$ cat src/rtl/fb_arbiter.sv
// fb_arbiter: time-slices a single-port framebuffer between VGA scan-out reads
// and two round-robin pixel writers, with a 3-cycle scan-out pipeline.
module fb_arbiter #(
  parameter int ADDR_W   = 17,
  parameter int FB_W     = 320,
  parameter int FB_DEPTH = 76800
) (
  input  logic              clock,
  input  logic              reset_n,
  input  logic [9:0]        next_x,
  input  logic [9:0]        next_y,
  input  logic              active,
  output logic [7:0]        color_out,
  output logic              frame_start,
  input  logic              w0_req,
  input  logic              w1_req,
  input  logic [ADDR_W-1:0] w0_addr,
  input  logic [ADDR_W-1:0] w1_addr,
  input  logic [7:0]        w0_data,
  input  logic [7:0]        w1_data,
  output logic              w0_gnt,
  output logic              w1_gnt,
  output logic [ADDR_W-1:0] mem_addr,
  output logic [7:0]        mem_wdata,
  output logic              mem_we,
  input  logic [7:0]        mem_rdata
);
  logic              rd, e0, e1, win, pick1, last, act_q;
  logic [1:0]        tag0, tag1;
  logic [ADDR_W-1:0] scan, waddr;
  logic [7:0]        wdata;
  assign rd    = active & ~next_x[0];
  assign scan  = ADDR_W'(next_y[9:1]) * ADDR_W'(FB_W) + ADDR_W'(next_x[9:1]);
  // a requester granted this cycle is masked so it cannot win back-to-back
  assign e0    = w0_req & ~w0_gnt;
  assign e1    = w1_req & ~w1_gnt;
  assign win   = ~rd & (e0 | e1);
  assign pick1 = e1 & (~e0 | ~last);
  assign waddr = pick1 ? w1_addr : w0_addr;
  assign wdata = pick1 ? w1_data : w0_data;
  always_ff @(posedge clock or negedge reset_n)
    if (!reset_n) begin
      mem_addr    <= '0;
      mem_wdata   <= '0;
      mem_we      <= 1'b0;
      w0_gnt      <= 1'b0;
      w1_gnt      <= 1'b0;
      last        <= 1'b1;
      tag0        <= 2'b00;
      tag1        <= 2'b00;
      color_out   <= 8'h00;
      act_q       <= 1'b0;
      frame_start <= 1'b0;
    end else begin
      mem_addr    <= rd ? scan : win ? waddr : mem_addr;
      mem_wdata   <= win ? wdata : mem_wdata;
      mem_we      <= win & (waddr < ADDR_W'(FB_DEPTH));
      w0_gnt      <= win & ~pick1;
      w1_gnt      <= win & pick1;
      last        <= win ? pick1 : last;
      tag0        <= {rd, active};
      tag1        <= tag0;
      color_out   <= tag1[1] ? mem_rdata : ~tag1[0] ? 8'h00 : color_out;
      act_q       <= active;
      frame_start <= active & ~act_q & (next_x == 10'd0) & (next_y == 10'd0);
    end
endmodule

$ cat config.mk
export PLATFORM = sky130hd
export DESIGN_NAME = fb_arbiter
export DESIGN_NICKNAME = d
export VERILOG_FILES = /design/src/rtl/fb_arbiter.sv
export SDC_FILE = /design/constraint.sdc
export NUM_CORES = 1
export LEC_CHECK = 0
export ABC_CLOCK_PERIOD_IN_PS = 1600
export CORE_MARGIN = 8
export CORE_UTILIZATION = 57
export DETAILED_ROUTE_END_ITERATION = 16
export DONT_BUFFER_PORTS = 1
export GPL_TIMING_DRIVEN = 0
export PLACE_DENSITY_LB_ADDON = 0.1
export SYNTH_ARGS = -nofsm -noshare
export SYNTH_HDL_FRONTEND = slang
export SYNTH_SLANG_ARGS = --single-unit
$ cat constraint.sdc
create_clock -name clock -period 1.6 [get_ports clock]
set_input_delay 0.32 -clock clock [delete_from_list [all_inputs] [get_ports clock]]
set_output_delay 0.32 -clock clock [all_outputs]
set_load 0.03 [all_outputs]
==> results of run 1 <==
-- layout by cell type (no fill, tap or decap), drive strengths merged, types with 3 or more instances in the layout --
cell / Yosys / routed
nand2: 47 / 47
dfrtp: 41 / 41
o21ai: 36 / 36
buf: 3 / 27
nor2: 17 / 17
ha: 17 / 17
clkbuf: 13 / 17
nand3: 9 / 9
inv: 8 / 8
a22oi: 8 / 8
a22o: 8 / 8
a311o: 7 / 7
nor4: 5 / 5
nand2b: 5 / 5
xnor2: 5 / 5
mux2i: 4 / 4
xor2: 4 / 4
nand3b: 3 / 3
nor3: 3 / 3
a21oi: 3 / 3
a211oi: 3 / 3
-- worst register-to-register path, cell delays in order (launching register included) --
cell and delay, ps:
dfrtp_2 490, nand3b_1 170, nor2b_4 270, buf_4 190, mux2i_1 260, a21oi_1 110
mux2_4 260
-- flip-flops by register name, indices dropped and copies added (netlist names) --
name         flops
last             1
frame_start      1
w0_gnt           1
tag1             2
mem_wdata        8
mem_addr        17
w1_gnt           1
color_out        8
mem_we           1
tag0             2
-- final timing paths --
path / from / endpoint / depth (start not counted)
min: active / tag0[0] / 0
max reg2reg: w0_gnt / mem_addr[16] / 6
max: next_y[4] / mem_addr[16] / 10
min in group asynchronous: reset_n / color_out[4] / 2
min reg2reg: tag0[1] / tag1[1] / 0
max in group asynchronous: reset_n / last / 2
-- logic make-up (layout without fill, tap and decap cells) --
| logic type | Yosys count | count (layout) | share of synthesized area |
|---|---|---|---|
| buffers and inverters | 24 | 54 | 0.0357 |
| xor gates and xnor gates | 10 | 10 | 0.0391 |
| muxes | 6 | 6 | 0.0241 |
| adders and majority gates | 19 | 19 | 0.0974 |
| AOI/OAI and AO/OA | 78 | 78 | 0.208 |
| and+or+nand+nor | 103 | 103 | 0.190 |
| DFF | 42 | 42 | 0.406 |
-- cell type report --
type	instances	area, µm²	area share
inverters	8	30.0	0.00889
repair buffers	24	244	0.0722
clock inverters	1	30.0	0.00889
flip-flops and latches	42	1050	0.312
multi-input cells	216	1790	0.528
plain buffers	14	83.8	0.0248
clock buffers	7	86.3	0.0255
well taps	52	65.1	0.0193
-- what timing repair did --
item,4_1_cts,5_1_grt
resized for setup,23,73
endpoints found under the setup margin,26,26
endpoints found under the hold margin,42,0
cloned,0,2
setup buffers,11,9
pin swaps,10,25
hold buffers,2,0
-- layer usage --
metal	wire [µm]	track usage	vias to the layer above
met5	0	0	-
met4	296	0.0801	0
met3	781	0.0801	31
met2	4170	0.362	125
met1	2960	0.245	1147
li1	-	-	1070
-- power groups by stage --
stage                     Combinational (mW)  Clock, mW  Sequential, mW
after global routing                    1.28      0.939            1.72
after global placement                 0.769          0            1.71
final                                   1.16      0.892            1.69
after detailed placement               0.788          0            1.71
after CTS                              0.929      0.899            1.69
after floorplan                        0.648          0            1.66
==> metrics.yaml, run 1 <==
run_status:
  status: "complete, but fails checks"
  violations: "negative setup slack"
sta:
  setup_tns_ps: -4320
  finalCritPeriodShare: 1.53
  clock.fmax_ghz: 0.408
  worst_pin_slew_ps: 606
  skew_ps: 10.1
  slew-limit-headroom: 0.593
  rsz0062_at_grt: "true"
  setup_violations: 21
  setup_ws_ps: -851
  fin_crit_ps: 2450
  finalMaxSlewViolations: 0
  timing.final.hold_violations: 0
  whs_ps: 35.7
pwr:
  powerDensity_nw_per_um2: 1110
  p_int_mw: 2.31
  switching_share: 0.384
  power_leakage_nw: 1.49
  p_switching_mw: 1.44
  power_frac_seq: 0.451
  combPwrFrac: 0.311
  report.power.total_mw: 3.75
  peakVddDrop_v: 0.000657
  p_clk_frac: 0.238
worst_setup_path:
  cp.arrival_ps: 2640
  crit_buf_inv: 1
  cp_data_required_time_ps: 1790
  critPathKind: "in2reg"
  crit_top_cell: "ha_4"
  startpoint_type: "primary input"
  crit_path_end_kind: "register"
  cp_slowest_cell: "fa_2"
  critical_path.max_fanout: 3
  reg2reg_slack_ps: -250
  worstPathCellList: "ha_4 -> ha_4 -> fa_2 -> buf_4 -> xnor2_4 -> a211oi_4 -> nor3b_2 -> and4b_1 -> xnor3_1 -> mux2_4"
  critPathMaxStageDelay_ps: 360
  cpLargestDelayFamily: "adder cells"
die:
  die_h_um: 83.5
  coreArea_um2: 4380
  ios: 120
  rows: 24
  dieArea_um2: 6960
  initial_core_util: 0.592
  die_w_um: 83.5
run:
  drv_cap: 0
hold_path:
  hold_path.class: "in2reg"
cts:
  clkSinkCount: 42
  cts_buffer_depth: 2
  clock_latency_ps: 300
  root_buffer: "clkbuf_8"
  htreeDepth: 2
  numCtsBuffers: 5
  cts_tree: "done"
  clkSlewWorstSetupHoldPaths_ps: 90
global_routing:
  grt_pass1_vias: 2448
  grt_max_degree: 43
  grt_usage: 0.216
  grt_pass1_wl_um: 12400
  grt-ovfl-total: 0
  grt_antenna_before_repair: 0
finish:
  fin_area_um2: 3380
  nNetsFinal: 413
  instances_no_fill: 364
  drive_gt1_frac: 0.317
  final_util: 0.771
  num_antenna_cells: 0
  layout-area-overhead-vs-synth_pct: 30.3
  fillers: 285
logic_synthesis:
  synth_most_common_cell: "nand2_1"
  yosys_warnings: 0
  yosys.area.top_type: "dfrtp_1"
  synth-main-ff-cell: "dfrtp_1"
  postSynth.asyncResetShare: 1.00
  ys_seq_area_frac: 0.406
  ys_ff_latch: 42
  synth_area_leaders: "dfrtp_1, ha_1, nand2_1"
  yosysUniqueCellTypes: 50
  synth_common_cells: "nand2_1, dfrtp_1, o21ai_0"
  synth_area_um2: 2590
  syn_inst: 282
  synth_top_area_frac: 0.396
  synth.avg_cell_area_um2: 9.20
  synth_edf_count: 0
  syn_nets: 384
place:
  dpl-instance-area_um2: 2750
  dp.cells: 334
  portBuffers: 0
  post-place-ws_ps: -1200
  gp_congestion: 0.872
  dp_hpwl_um: 5600
detailed_routing:
  remaining_drc_errors: 0
  via_per_inst: 6.52
  drtIter0Drc: 144
  vias: 2373
  avgRoutedWirePerCell_um: 22.5
  drtAntennaViolNets: 0
  first_pass_iters: 4
  wl_um: 8210
No activity file was read; power rests on OpenSTA's default activity.
==> inputs of run 2 (changes only) <==
CELL_PAD_IN_SITES_DETAIL_PLACEMENT = 0   (was default)
CELL_PAD_IN_SITES_GLOBAL_PLACEMENT = 2   (was default)
CORE_UTILIZATION = 32   (was 57)
==> metrics.yaml, run 2 (same netlist as run 1, synthesis figures left out) <==
detailed_routing:
  avgRoutedWirePerCell_um: 20.6  # -8.5%
  remaining_drc_errors: 0  # unchanged
  via_per_inst: 5.35  # -18%
  drtAntennaViolNets: 0  # unchanged
  first_pass_iters: 4  # unchanged
  drtIter0Drc: 62  # -57%
  wl_um: 8500  # +3.6%
  vias: 2205  # -7.1%
cts:
  numCtsBuffers: 5  # unchanged
  clock_latency_ps: 300  # about the same
  clkSinkCount: 42  # unchanged
  htreeDepth: 2  # unchanged
  root_buffer: "clkbuf_8"
  cts_buffer_depth: 2  # unchanged
  clkSlewWorstSetupHoldPaths_ps: 90  # about the same
  cts_tree: "done"
pwr:
  power_frac_seq: 0.472  # +0.021
  power_leakage_nw: 1.44  # -3.2%
  powerDensity_nw_per_um2: 1050  # -5.3%
  p_switching_mw: 1.45  # +0.60%
  switching_share: 0.403  # +0.0198
  report.power.total_mw: 3.59  # -4.3%
  combPwrFrac: 0.319  # +0.008
  p_clk_frac: 0.209  # -0.029
  peakVddDrop_v: 0.000360  # -45%
  p_int_mw: 2.14  # -7.4%
finish:
  fillers: 830  # +190%
  final_cell_mix: "dfrtp_1, nand2_1, o21ai_1"
  drive_gt1_frac: 0.322  # +0.00517
  nNetsFinal: 408  # -1.2%
  regMostFlops: "mem_addr"
  regArea_um2: 1050  # unchanged
  multi_input_area_um2: 1800  # +1.1%
  largest_reg_flops: 17  # unchanged
  num_antenna_cells: 0  # unchanged
  final_common_cell: "dfrtp_1"
  largestRegisters: "mem_addr (17), color_out (8), mem_wdata (8)"
  layout-area-overhead-vs-synth_pct: 31.5
worst_setup_path:
  startpoint_type: "primary input"
  critical_path.max_fanout: 4  # +1
  critPathKind: "in2reg"
  crit_path_end_kind: "register"
  cp.arrival_ps: 2520  # -120 ps
  cp_data_required_time_ps: 1790  # about the same
sta:
  clock.fmax_ghz: 0.428  # +4.9%
  fin_crit_ps: 2340  # -115 ps
  timing.final.hold_violations: 0  # unchanged
  rsz0062_at_grt: "true"
  setup_ws_ps: -736  # +115 ps
  finalCritPeriodShare: 1.46  # -0.0720
  setup_violations: 22  # +4.8%
  slew-limit-headroom: 0.622  # +0.0290
  skew_ps: 11.5  # +1.40 ps
  worst_pin_slew_ps: 568  # -38.0 ps
  finalMaxSlewViolations: 0  # unchanged
die:
  ios: 120  # unchanged
  initial_core_util: 0.322  # -0.269
  die_h_um: 106  # +27%
  die_w_um: 106  # +27%
  dieArea_um2: 11200  # +61%
  rows: 33  # +38%
  coreArea_um2: 8050  # +84%
global_routing:
  grt_pass1_wl_um: 13300  # +7.6%
  grt_max_degree: 43  # unchanged
  grt_antenna_before_repair: 0  # unchanged
  grt-ovfl-total: 0  # unchanged
  grt_pass1_vias: 2406  # -1.7%
  grt_usage: 0.150  # -0.0663
run_status:
  status: "complete, but fails checks"
  violations: "negative setup slack"
run:
  drv_cap: 0  # unchanged
place:
  portBuffers: 0  # unchanged
  gp_congestion: 0.716  # -18%
  post-place-ws_ps: -1290  # -96.0 ps
  dp_hpwl_um: 6520  # +16%
hold_path:
  hold_path.class: "in2reg"
==> run 2: per-layer routing <==
layer,GRT usage,up-vias,wire (µm)
li1,-,1062,-
met1,0.179,1077,3550
met2,0.248,62,4160
met3,0.0593,4,744
met4,0.0332,0,53
met5,0,-,0
==> run 2: worst max-delay path, cell delays in order <==
cell       delay, ps
ha_4             220
ha_4             160
fa_2             390
a211oi_4         280
nor4b_2          100
a2111oi_4        330
and4b_1          240
xnor3_1          200
mux2_4           270
==> run 2: final cells by class <==
class | count | share of cell area
well taps | 105 | 0.0385
inverters | 8 | 0.00880
multi-input cells | 216 | 0.529
plain buffers | 14 | 0.0297
clock inverters | 2 | 0.00367
repair buffers | 19 | 0.0572
flip-flops and latches | 42 | 0.309
clock buffers | 6 | 0.0242
==> run 2: path summary, 6_finish.rpt <==
kind | endpoint | cells past startpoint | from | slack, ps
worst max-delay path | mem_addr[16] | 9 | next_y[2] | -740
worst min-delay path | tag0[0] | 0 | active | 50
worst max register to register | mem_addr[13] | 8 | w0_gnt | -290
worst min register to register | tag1[1] | 0 | tag0[1] | 370
max in group asynchronous | last | 2 | reset_n | 800
min in group asynchronous | color_out[3] | 2 | reset_n | 530
==> run 2: per-stage QoR <==
stage	cell area, µm²	hold slack (ps)	TNS (ps)	utilization	std cells
after floorplan	2680	24.4	-3360	-	282
after global placement	2810	25.7	-9790	0.349	387
after detailed placement	2810	25.7	-9410	0.349	387
after CTS	3150	41.5	-2730	0.391	403
after global routing	3410	40.2	-5140	0.424	412
final	3410	53.4	-3030	0.424	412
==> run 2: power by group through the flow <==
stage | Clock (mW) | Sequential (mW) | Combinational [mW]
final | 0.749 | 1.69 | 1.15
after global placement | 0 | 1.72 | 0.814
after floorplan | 0 | 1.66 | 0.648
after detailed placement | 0 | 1.72 | 0.817
after global routing | 0.811 | 1.72 | 1.28
after CTS | 0.788 | 1.70 | 1.00
==> run 2: repair_timing <==
item	CTS	global route
setup buffers	7	10
setup endpoints to repair	28	27
hold buffers	2	0
resized for setup	49	57
endpoints found under the hold margin	42	0
pin swaps	5	21
==> inputs of run 3 (changes only) <==
GPL_ROUTABILITY_DRIVEN = 0   (was default)
==> results of run 3 <==
Final layout, timing and power as in run 2 (identical DEF).
